$ cat src/rtl/hi_lo_unit.sv
// HI/LO register pair with MTHI/MTLO/MULT writeback and an iterative
// 32-step restoring divider for DIV/DIVU. Stalls HI/LO ops while dividing.
module hi_lo_unit #(
    parameter int DIV_STEPS = 32
) (
    input  logic        clk,
    input  logic        reset_n,
    input  logic        op_valid,
    input  logic [5:0]  ALU_operation,
    input  logic [31:0] input_1,
    input  logic [31:0] input_2,
    input  logic [31:0] ALU_HI_output,
    input  logic [31:0] ALU_LO_output,
    output logic [31:0] hi,
    output logic [31:0] lo,
    output logic        busy,
    output logic        stall,
    output logic        div_done
);

    localparam logic [5:0] OP_MFHI  = 6'b010000;
    localparam logic [5:0] OP_MTHI  = 6'b010001;
    localparam logic [5:0] OP_MFLO  = 6'b010010;
    localparam logic [5:0] OP_MTLO  = 6'b010011;
    localparam logic [5:0] OP_MULT  = 6'b011000;
    localparam logic [5:0] OP_MULTU = 6'b011001;
    localparam logic [5:0] OP_DIV   = 6'b011010;
    localparam logic [5:0] OP_DIVU  = 6'b011011;

    localparam logic [5:0] LAST_STEP = 6'(DIV_STEPS - 1);

    typedef enum logic [1:0] {
        IDLE = 2'd0,
        RUN  = 2'd1,
        FIX  = 2'd2
    } state_t;

    state_t      state, state_next;
    logic [5:0]  count;
    logic [31:0] divisor;     // divisor magnitude
    logic [31:0] dvd;         // dividend magnitude, shifts out as quotient shifts in
    logic [32:0] rem;         // partial remainder
    logic        q_neg;
    logic        r_neg;
    logic        dbz;
    logic [31:0] orig_a;      // raw input_1 for the divide-by-zero remainder
    logic [31:0] hi_r, lo_r;

    logic        is_hilo;
    logic        is_div;
    logic        is_signed;
    logic        accept;
    logic [31:0] a_mag, b_mag;
    logic [32:0] shifted;
    logic [32:0] trial;
    logic        q_bit;
    logic [31:0] q_fix, r_fix;

    // Decode the HI/LO op class and the accept/stall handshake.
    always_comb begin
        is_hilo = 1'b0;
        case (ALU_operation)
            OP_MFHI, OP_MTHI, OP_MFLO, OP_MTLO,
            OP_MULT, OP_MULTU, OP_DIV, OP_DIVU: is_hilo = 1'b1;
            default:                            is_hilo = 1'b0;
        endcase
        is_div    = (ALU_operation == OP_DIV) || (ALU_operation == OP_DIVU);
        is_signed = (ALU_operation == OP_DIV);
        busy      = (state != IDLE);
        stall     = op_valid & busy & is_hilo;
        accept    = op_valid & ~stall;
        div_done  = (state == FIX);
    end

    // Operand magnitudes for the divider; unsigned ops pass through raw.
    always_comb begin
        a_mag = (is_signed && input_1[31]) ? (~input_1 + 32'd1) : input_1;
        b_mag = (is_signed && input_2[31]) ? (~input_2 + 32'd1) : input_2;
    end

    // One restoring step: shift in the next dividend bit, trial-subtract.
    // The partial remainder stays below the divisor, so 33 bits hold the
    // shifted value and the sign of the trial difference.
    always_comb begin
        shifted = {rem[31:0], dvd[31]};
        trial   = shifted - {1'b0, divisor};
        q_bit   = ~trial[32];
    end

    // Final sign correction: quotient truncates toward zero, remainder
    // follows the dividend's sign. Divide by zero bypasses the magnitudes.
    always_comb begin
        q_fix = q_neg ? (~dvd + 32'd1) : dvd;
        r_fix = r_neg ? (~rem[31:0] + 32'd1) : rem[31:0];
        if (dbz) begin
            q_fix = 32'hFFFF_FFFF;
            r_fix = orig_a;
        end
    end

    // Divider sequencing: IDLE -> RUN for 32 steps -> FIX -> IDLE.
    always_comb begin
        state_next = state;
        case (state)
            IDLE:    if (accept && is_div) state_next = RUN;
            RUN:     if (count == LAST_STEP) state_next = FIX;
            FIX:     state_next = IDLE;
            default: state_next = IDLE;
        endcase
    end

    // State register; reset mid-division aborts without writing results.
    always_ff @(posedge clk) begin
        if (!reset_n) state <= IDLE;
        else          state <= state_next;
    end

    // Divider datapath: capture operands at start, iterate during RUN.
    always_ff @(posedge clk) begin
        if (!reset_n) begin
            count   <= '0;
            divisor <= '0;
            dvd     <= '0;
            rem     <= '0;
            q_neg   <= 1'b0;
            r_neg   <= 1'b0;
            dbz     <= 1'b0;
            orig_a  <= '0;
        end else begin
            case (state)
                IDLE: begin
                    if (accept && is_div) begin
                        divisor <= b_mag;
                        dvd     <= a_mag;
                        rem     <= '0;
                        count   <= '0;
                        q_neg   <= is_signed & (input_1[31] ^ input_2[31]);
                        r_neg   <= is_signed & input_1[31];
                        dbz     <= (input_2 == 32'd0);
                        orig_a  <= input_1;
                    end
                end
                RUN: begin
                    rem   <= q_bit ? trial : shifted;
                    dvd   <= {dvd[30:0], q_bit};
                    count <= count + 6'd1;
                end
                default: ;
            endcase
        end
    end

    // Architectural HI/LO: moves, multiply results, divide results.
    always_ff @(posedge clk) begin
        if (!reset_n) begin
            hi_r <= '0;
            lo_r <= '0;
        end else if (state == FIX) begin
            lo_r <= q_fix;
            hi_r <= r_fix;
        end else if (accept) begin
            case (ALU_operation)
                OP_MTHI: hi_r <= input_1;
                OP_MTLO: lo_r <= input_1;
                OP_MULT, OP_MULTU: begin
                    hi_r <= ALU_HI_output;
                    lo_r <= ALU_LO_output;
                end
                default: ;
            endcase
        end
    end

    assign hi = hi_r;
    assign lo = lo_r;

endmodule

$ cat config.mk
export PLATFORM = sky130hd
export DESIGN_NAME = hi_lo_unit
export DESIGN_NICKNAME = d
export VERILOG_FILES = /design/src/rtl/hi_lo_unit.sv
export SDC_FILE = /design/constraint.sdc
export NUM_CORES = 1
export LEC_CHECK = 0
export ABC_AREA = 0
export CAP_MARGIN = 5
export CORE_ASPECT_RATIO = 0.5
export CORE_MARGIN = 2
export CORE_UTILIZATION = 45
export CTS_CLUSTER_SIZE = 30
export DETAILED_ROUTE_END_ITERATION = 10
export GPL_ROUTABILITY_DRIVEN = 0
export GPL_TIMING_DRIVEN = 1
export PLACE_DENSITY = 0.69
export SLEW_MARGIN = 20
export SYNTH_ARGS = -nofsm -noshare
export SYNTH_HDL_FRONTEND = slang
export SYNTH_SLANG_ARGS = --single-unit
export TNS_END_PERCENT = 50
$ cat constraint.sdc
create_clock -name clk -period 3.38 [get_ports clk]
set_clock_uncertainty 0.05 [all_clocks]
set_input_delay 0.338 -clock clk [delete_from_list [all_inputs] [get_ports clk]]
set_output_delay 0.338 -clock clk [all_outputs]
set_load 0.05 [all_outputs]
==> results.cfg, run 1 <==
[run_status]
run_status = finished, final reports clean

[grt]
global_route.usage.total_pct = 30.6
grt_first_pass_wirelength_um = 74800
globalRouteOverflowTotal = 0
grt_antenna_before_repair = 2
largest_net_degree_at_the_start_of_global_routing = 134
via_count_of_the_first_global_routing_pass = 13352

[placement]
place.detailed.hpwl_um = 35500
dpl.cell_count = 2321
port-buffer-count = 203

[cts]
clock_insertion_delay_worst_skew_ps = 530
postCtsSetupRepairBufs = 0
path_clk_slew_ps = 70
holdBufCountCts = 0
max-clock-path-buffers = 3
num_cts_buffers = 21
htree_levels = 1
clock_sinks = 203
cts_root_buffer = sky130_fd_sc_hd__clkbuf_16
cts_tree = done
post_cts_resize_count = 0

[floorplanning]
floorplan.die.width_um = 247
coreArea_um2 = 29000
die_height_um = 125
placementRows = 44
top_level_ports = 204
die_area_um2 = 30900
floorplan.initialDensity_pct = 45.7

[cells_and_area]
seq_area_um2 = 4070
final_core_utilization_pct = 57.1
final_nets = 2128
n_fill_cell = 2760
post_route_cells_drive_above_1_share_pct = 6.41
layout-area-overhead-vs-synth_pct = 24.9
final-instance-count-excl-fill = 2357
diodes = 0
area_of_combinational_cells_with_multiple_inputs_um2 = 8560

[yosys]
number_of_warnings_issued_by_yosys = 0
ys_ff_latch = 203
netlist.area_leader.share_pct = 30.6
synth.net_count = 1966
synth-async-reset-ratio_pct = 0
synth_top_flop_cell = sky130_fd_sc_hd__dfxtp_1
netlist-cell-type-count = 68
synth-edff-count = 0
ys_top_cells_by_area = sky130_fd_sc_hd__dfxtp_1, sky130_fd_sc_hd__nand2_1, sky130_fd_sc_hd__a21oi_1
synth_area_per_cell_um2 = 7.41
syn-instance-count = 1791
seq_area_frac_synth_pct = 30.6
synth.largest_area_cell = sky130_fd_sc_hd__dfxtp_1
mappedNetlistArea_um2 = 13300

[pwr]
pwr_density_cell_nw_per_um2 = 354
leakagePower_nw = 6.14
power.ir.vdd_worst_mv = 0.280
finalPower_mw = 5.87

[worst_setup_path]
reg2reg_from = dvd[31]
cp.arrival_ps = 3540
worst-endpoint-required_ps = 3770
criticalPathCategory = flip-flop to flip-flop
startpoint_type = flip-flop
crit_path_end_kind = flip-flop
path_max_fanout = 5
critical_path.startpoint = dvd[31]

[route]
vias = 14065
detail_route.wirelength_um = 47800
wire_per_inst_um = 20.3
drtPass1Iterations = 5
drt_iter0_markers = 1497
remaining_drc_errors = 0
number_of_antenna_violating_nets_in_the_routed_design = 0
viasPerCell = 5.97

[timing]
timing_max_transition_violations_final = 0
post-route-min-period_ps = 3140
finalSetupViolCount = 0
pin_slew_with_the_least_headroom_to_its_limit_ps = 1040
number_of_hold_slack_violations_in_the_final_timing_report = 0
max_freq_ghz = 0.318
setup_tns_ps = 0
grt_setup_unrepaired = false
timing.final.crit_share_pct = 93.0
slew_headroom_pct = 30.3
whs_ps = 402

[job]
max_cap_viol_count = 0

[worst_hold_path]
hold_path.startpoint = lo[27]
min-delay-path-class = flip-flop to flip-flop
==> registers in the layout (all words and copies together) (netlist names) <==
register,flops
hi,32
dvd,32
divisor,32
dbz,1
rem,32
r_neg,1
count,6
orig_a,32
state,2
lo,32
q_neg,1
==> Yosys cell counts, drive strengths merged (4+ instances only) <==
library cell / number
a221oi: 25
nand2b: 16
and2: 7
nor3b: 5
o41ai: 21
nor2: 134
xor2: 67
dfxtp: 203
o2111ai: 7
o21a: 10
or2: 8
a211oi: 42
nor2b: 19
nand2: 291
nor4: 15
nor3: 32
or4: 15
inv: 54
nand4: 15
o21ai: 106
nand3: 34
a31oi: 17
nand3b: 4
o211ai: 15
ha: 37
mux2i: 33
buf: 15
o31ai: 21
a21o: 13
and3: 12
o31a: 4
o22ai: 11
a221o: 4
a311oi: 20
clkbuf: 109
a22oi: 29
a21oi: 207
or3: 19
xnor2: 63
==> power by group <==
| group | switching, mW | internal (mW) |
|---|---|---|
| logic | 0.545 | 0.450 |
| clock network | 1.04 | 1.40 |
| registers | 0.0176 | 2.41 |
==> path summary, 6_finish.rpt <==
kind	to	slack (ps)	cells after the start
max reg2reg	rem[30]	240	11
min	lo[27]	400	2
max	rem[30]	240	11
min reg2reg	lo[27]	400	2
==> kinds of logic (layout without fill, tap and decap cells) <==
family / Yosys count / after routing / share of synthesized area [%]
AOI/OAI and AO/OA: 574 / 574 / 27.5
xor gates and xnor gates: 130 / 130 / 8.58
adders and majority gates: 38 / 38 / 3.64
buffers and inverters: 178 / 353 / 5.15
DFF: 203 / 203 / 30.6
muxes: 36 / 36 / 2.75
and+or+nand+nor: 632 / 632 / 21.8
==> critical path, stage by stage, from the launching register on <==
cell                       delay (ps)
sky130_fd_sc_hd__dfxtp_1          370
sky130_fd_sc_hd__inv_1             70
sky130_fd_sc_hd__ha_1             200
sky130_fd_sc_hd__fa_1             380
sky130_fd_sc_hd__nand2b_1         190
sky130_fd_sc_hd__a21o_1           210
sky130_fd_sc_hd__a311o_1          380
sky130_fd_sc_hd__nand3b_1         190
sky130_fd_sc_hd__nand4b_1         140
sky130_fd_sc_hd__and4b_1          270
sky130_fd_sc_hd__or4_1            520
sky130_fd_sc_hd__o211ai_1          90
==> layer usage <==
layer	global-route usage [%]	wire length, um	up-vias
li1	-	-	6789
met1	41.2	20500	6614
met2	48.8	21400	557
met3	5.80	3970	105
met4	11.1	1880	0
met5	0	0	-
==> area by class of cell <==
class,count,share of cell area [%]
tap,391,2.95
inverter,54,1.24
multi-input combinational,1410,51.6
sequential,203,24.5
clock buffer,25,3.32
timing repair buffer,263,15.4
clock inverter,11,0.876
==> through the flow <==
stage | cell area [um^2] | setup WS, ps
after floorplan | 13300 | 533
after global placement | 15900 | 318
after detailed placement | 15900 | 280
after CTS | 16600 | 256
after global routing | 16600 | 31.4
final | 16600 | 237
==> cell usage in the layout, fill, tap and decap left out, types with 14 or more instances in the layout <==
cell type	n
sky130_fd_sc_hd__a211oi_1	42
sky130_fd_sc_hd__a21oi_1	207
sky130_fd_sc_hd__a221oi_1	25
sky130_fd_sc_hd__a22oi_1	29
sky130_fd_sc_hd__a311oi_1	20
sky130_fd_sc_hd__a31oi_1	17
sky130_fd_sc_hd__buf_4	54
sky130_fd_sc_hd__clkbuf_16	21
sky130_fd_sc_hd__clkdlybuf4s50_1	203
sky130_fd_sc_hd__dfxtp_1	202
sky130_fd_sc_hd__ha_1	37
sky130_fd_sc_hd__inv_1	52
sky130_fd_sc_hd__mux2i_1	33
sky130_fd_sc_hd__nand2_1	291
sky130_fd_sc_hd__nand2b_1	15
sky130_fd_sc_hd__nand3_1	34
sky130_fd_sc_hd__nand4_1	15
sky130_fd_sc_hd__nor2_1	127
sky130_fd_sc_hd__nor2b_1	18
sky130_fd_sc_hd__nor3_1	32
sky130_fd_sc_hd__nor4_1	14
sky130_fd_sc_hd__o211ai_1	15
sky130_fd_sc_hd__o21ai_0	105
sky130_fd_sc_hd__o31ai_1	21
sky130_fd_sc_hd__o41ai_1	20
sky130_fd_sc_hd__or3_1	15
sky130_fd_sc_hd__or4_1	14
sky130_fd_sc_hd__xnor2_1	63
sky130_fd_sc_hd__xor2_1	67
Note: power is estimated with default switching activity, not from simulation.
==> run 2: changes to the inputs <==
--- a/config.mk
+++ b/config.mk
@@ -6,7 +6,6 @@
 export NUM_CORES = 1
 export LEC_CHECK = 0
 export ABC_AREA = 0
-export CAP_MARGIN = 5
 export CORE_ASPECT_RATIO = 0.5
 export CORE_MARGIN = 2
 export CORE_UTILIZATION = 45
==> results of run 2 <==
Final layout, timing and power as in run 1 (identical DEF).
==> run 3: changes to the inputs <==
--- a/config.mk
+++ b/config.mk
@@ -7,13 +7,14 @@
 export LEC_CHECK = 0
 export ABC_AREA = 0
 export CORE_ASPECT_RATIO = 0.5
-export CORE_MARGIN = 2
+export CORE_MARGIN = 10
 export CORE_UTILIZATION = 45
 export CTS_CLUSTER_SIZE = 30
 export DETAILED_ROUTE_END_ITERATION = 10
 export GPL_ROUTABILITY_DRIVEN = 0
 export GPL_TIMING_DRIVEN = 1
 export PLACE_DENSITY = 0.69
+export SKIP_CTS_REPAIR_TIMING = 1
 export SLEW_MARGIN = 20
 export SYNTH_ARGS = -nofsm -noshare
 export SYNTH_HDL_FRONTEND = slang
==> run 3 against run 2 <==
Sequential share of layout area about the same. Critical path depth unchanged. Maximum frequency decreased by 1.7%. Die area increased by 20%. Total power increased by 2.1%. Final cell count decreased by 0.21%. First-iteration DRC count decreased by 16%. Largest cell class unchanged.
==> results.cfg, run 3 (synthesis gave the netlist of run 1 again) <==
[worst_setup_path]
cp.arrival_ps = 3600
path_max_fanout = 5
startpoint_type = flip-flop
number_of_buffers_and_inverters_on_the_critical_path = 1
criticalPathCategory = flip-flop to flip-flop
timing.critical_path.max_delay_family = simple AND/OR/NAND/NOR gates
cp_slowest_stage_delay_ps = 520
crit_path_end_kind = flip-flop
worst-endpoint-required_ps = 3780
crit_chain = inv_1 -> ha_1 -> fa_1 -> nand2b_1 -> a21o_1 -> a311o_1 -> nand3b_1 -> nand4b_1 -> and4b_1 -> or4_1 -> o211ai_1
critical-path-slowest-cell = sky130_fd_sc_hd__or4_1

[pwr]
leakagePower_nw = 6.13
netSwitchingFraction_pct = 27.7
pwr_density_cell_nw_per_um2 = 362
seq_power_share_pct = 40.6
internal_power_mw = 4.33
clock_power_share_pct = 43.0
power.ir.vdd_worst_mv = 0.333
power_switching_mw = 1.66
finalPower_mw = 5.99
power.combinational.fraction_pct = 16.5

[cells_and_area]
layout-area-overhead-vs-synth_pct = 24.7
post_route_cells_drive_above_1_share_pct = 6.28
final_common_cell = sky130_fd_sc_hd__nand2_1
final_nets = 2121
final_core_utilization_pct = 57.0
mostFrequentLayoutCells = sky130_fd_sc_hd__nand2_1, sky130_fd_sc_hd__a21oi_1, sky130_fd_sc_hd__clkdlybuf4s50_1
final-instance-count-excl-fill = 2352
final_area_um2 = 16500

[timing]
slew_headroom_pct = 33.3
timing.final.ws_setup_ps = 181
post-route-min-period_ps = 3200
number_of_hold_slack_violations_in_the_final_timing_report = 0
grt_setup_unrepaired = false
setup_tns_ps = 0
timing_max_transition_violations_final = 0
pin_slew_with_the_least_headroom_to_its_limit_ps = 1000
timing.final.crit_share_pct = 94.6
whs_ps = 390
max_freq_ghz = 0.313
finalSetupViolCount = 0

[cts]
num_cts_buffers = 21
max-clock-path-buffers = 3
cts_tree = done
cts_root_buffer = sky130_fd_sc_hd__clkbuf_16
path_clk_slew_ps = 60
clock_insertion_delay_worst_skew_ps = 540
clock_sinks = 203
htree_levels = 1

[grt]
grt_first_pass_wirelength_um = 76400
global_route.usage.total_pct = 25.3
largest_net_degree_at_the_start_of_global_routing = 134
via_count_of_the_first_global_routing_pass = 13358
globalRouteOverflowTotal = 0
grt_antenna_before_repair = 1

[floorplanning]
coreArea_um2 = 29000
die_height_um = 141
floorplan.initialDensity_pct = 45.7
top_level_ports = 204
floorplan.die.width_um = 263
die_area_um2 = 37200
placementRows = 44

[worst_hold_path]
min-delay-path-class = input port to flip-flop

[route]
wire_per_inst_um = 21.1
number_of_antenna_violating_nets_in_the_routed_design = 0
viasPerCell = 6.00
detail_route.wirelength_um = 49600
drt_iter0_markers = 1264
remaining_drc_errors = 0
vias = 14116
drtPass1Iterations = 5

[placement]
place.detailed.hpwl_um = 37000
port-buffer-count = 203
dpl.cell_count = 2314
placement.cell_area_um2 = 15800
pre_cts_setup_slack_ps = 196

[run_status]
run_status = finished, final reports clean

[job]
max_cap_viol_count = 0
## run 3: area by class of cell
type	instances	area (um^2)
Antenna cell	1	2.50
Clock buffer	23	543
Clock inverter	14	190
Fill cell	2790	12500
Inverter	54	205
Multi-Input combinational cell	1410	8570
Sequential cell	203	4070
Tap cell	391	489
Timing Repair Buffer	256	2480
## run 3: path summary, 6_finish.rpt
kind                start  endpoint  slack [ps]  cells after the start
setup / recovery  dvd[31]   rem[30]         180                     11
hold / removal    reset_n  count[4]         390                      3
setup reg to reg  dvd[31]   rem[30]         180                     11
hold reg to reg    hi[21]    hi[21]         400                      2
## run 3: per-layer routing
layer  vias up  part of all wire (%)  global-route usage (%)
li1       6767                     -                       -
met1      6678                    42                    31.6
met2       578                    46                    42.7
met3        93                   7.9                    4.44
met4         0                   4.2                    10.3
met5         -                     0                       0
## run 3: worst register-to-register path, stage by stage (launching register included)
cell and delay (ps):
sky130_fd_sc_hd__dfxtp_1 370, sky130_fd_sc_hd__inv_1 70, sky130_fd_sc_hd__ha_1 200, sky130_fd_sc_hd__fa_1 380, sky130_fd_sc_hd__nand2b_1 210, sky130_fd_sc_hd__a21o_1 220
sky130_fd_sc_hd__a311o_1 390, sky130_fd_sc_hd__nand3b_1 200, sky130_fd_sc_hd__nand4b_1 150, sky130_fd_sc_hd__and4b_1 280, sky130_fd_sc_hd__or4_1 520, sky130_fd_sc_hd__o211ai_1 90
## run 3: power groups by stage
stage               clock network (mW)  logic [mW]  registers, mW
global placement                     0       0.965           2.48
finish                            2.58       0.986           2.43
global route                      2.69        1.05           2.43
detailed placement                   0       0.968           2.48
floorplan                            0       0.539           2.51
CTS                               2.60       0.974           2.43
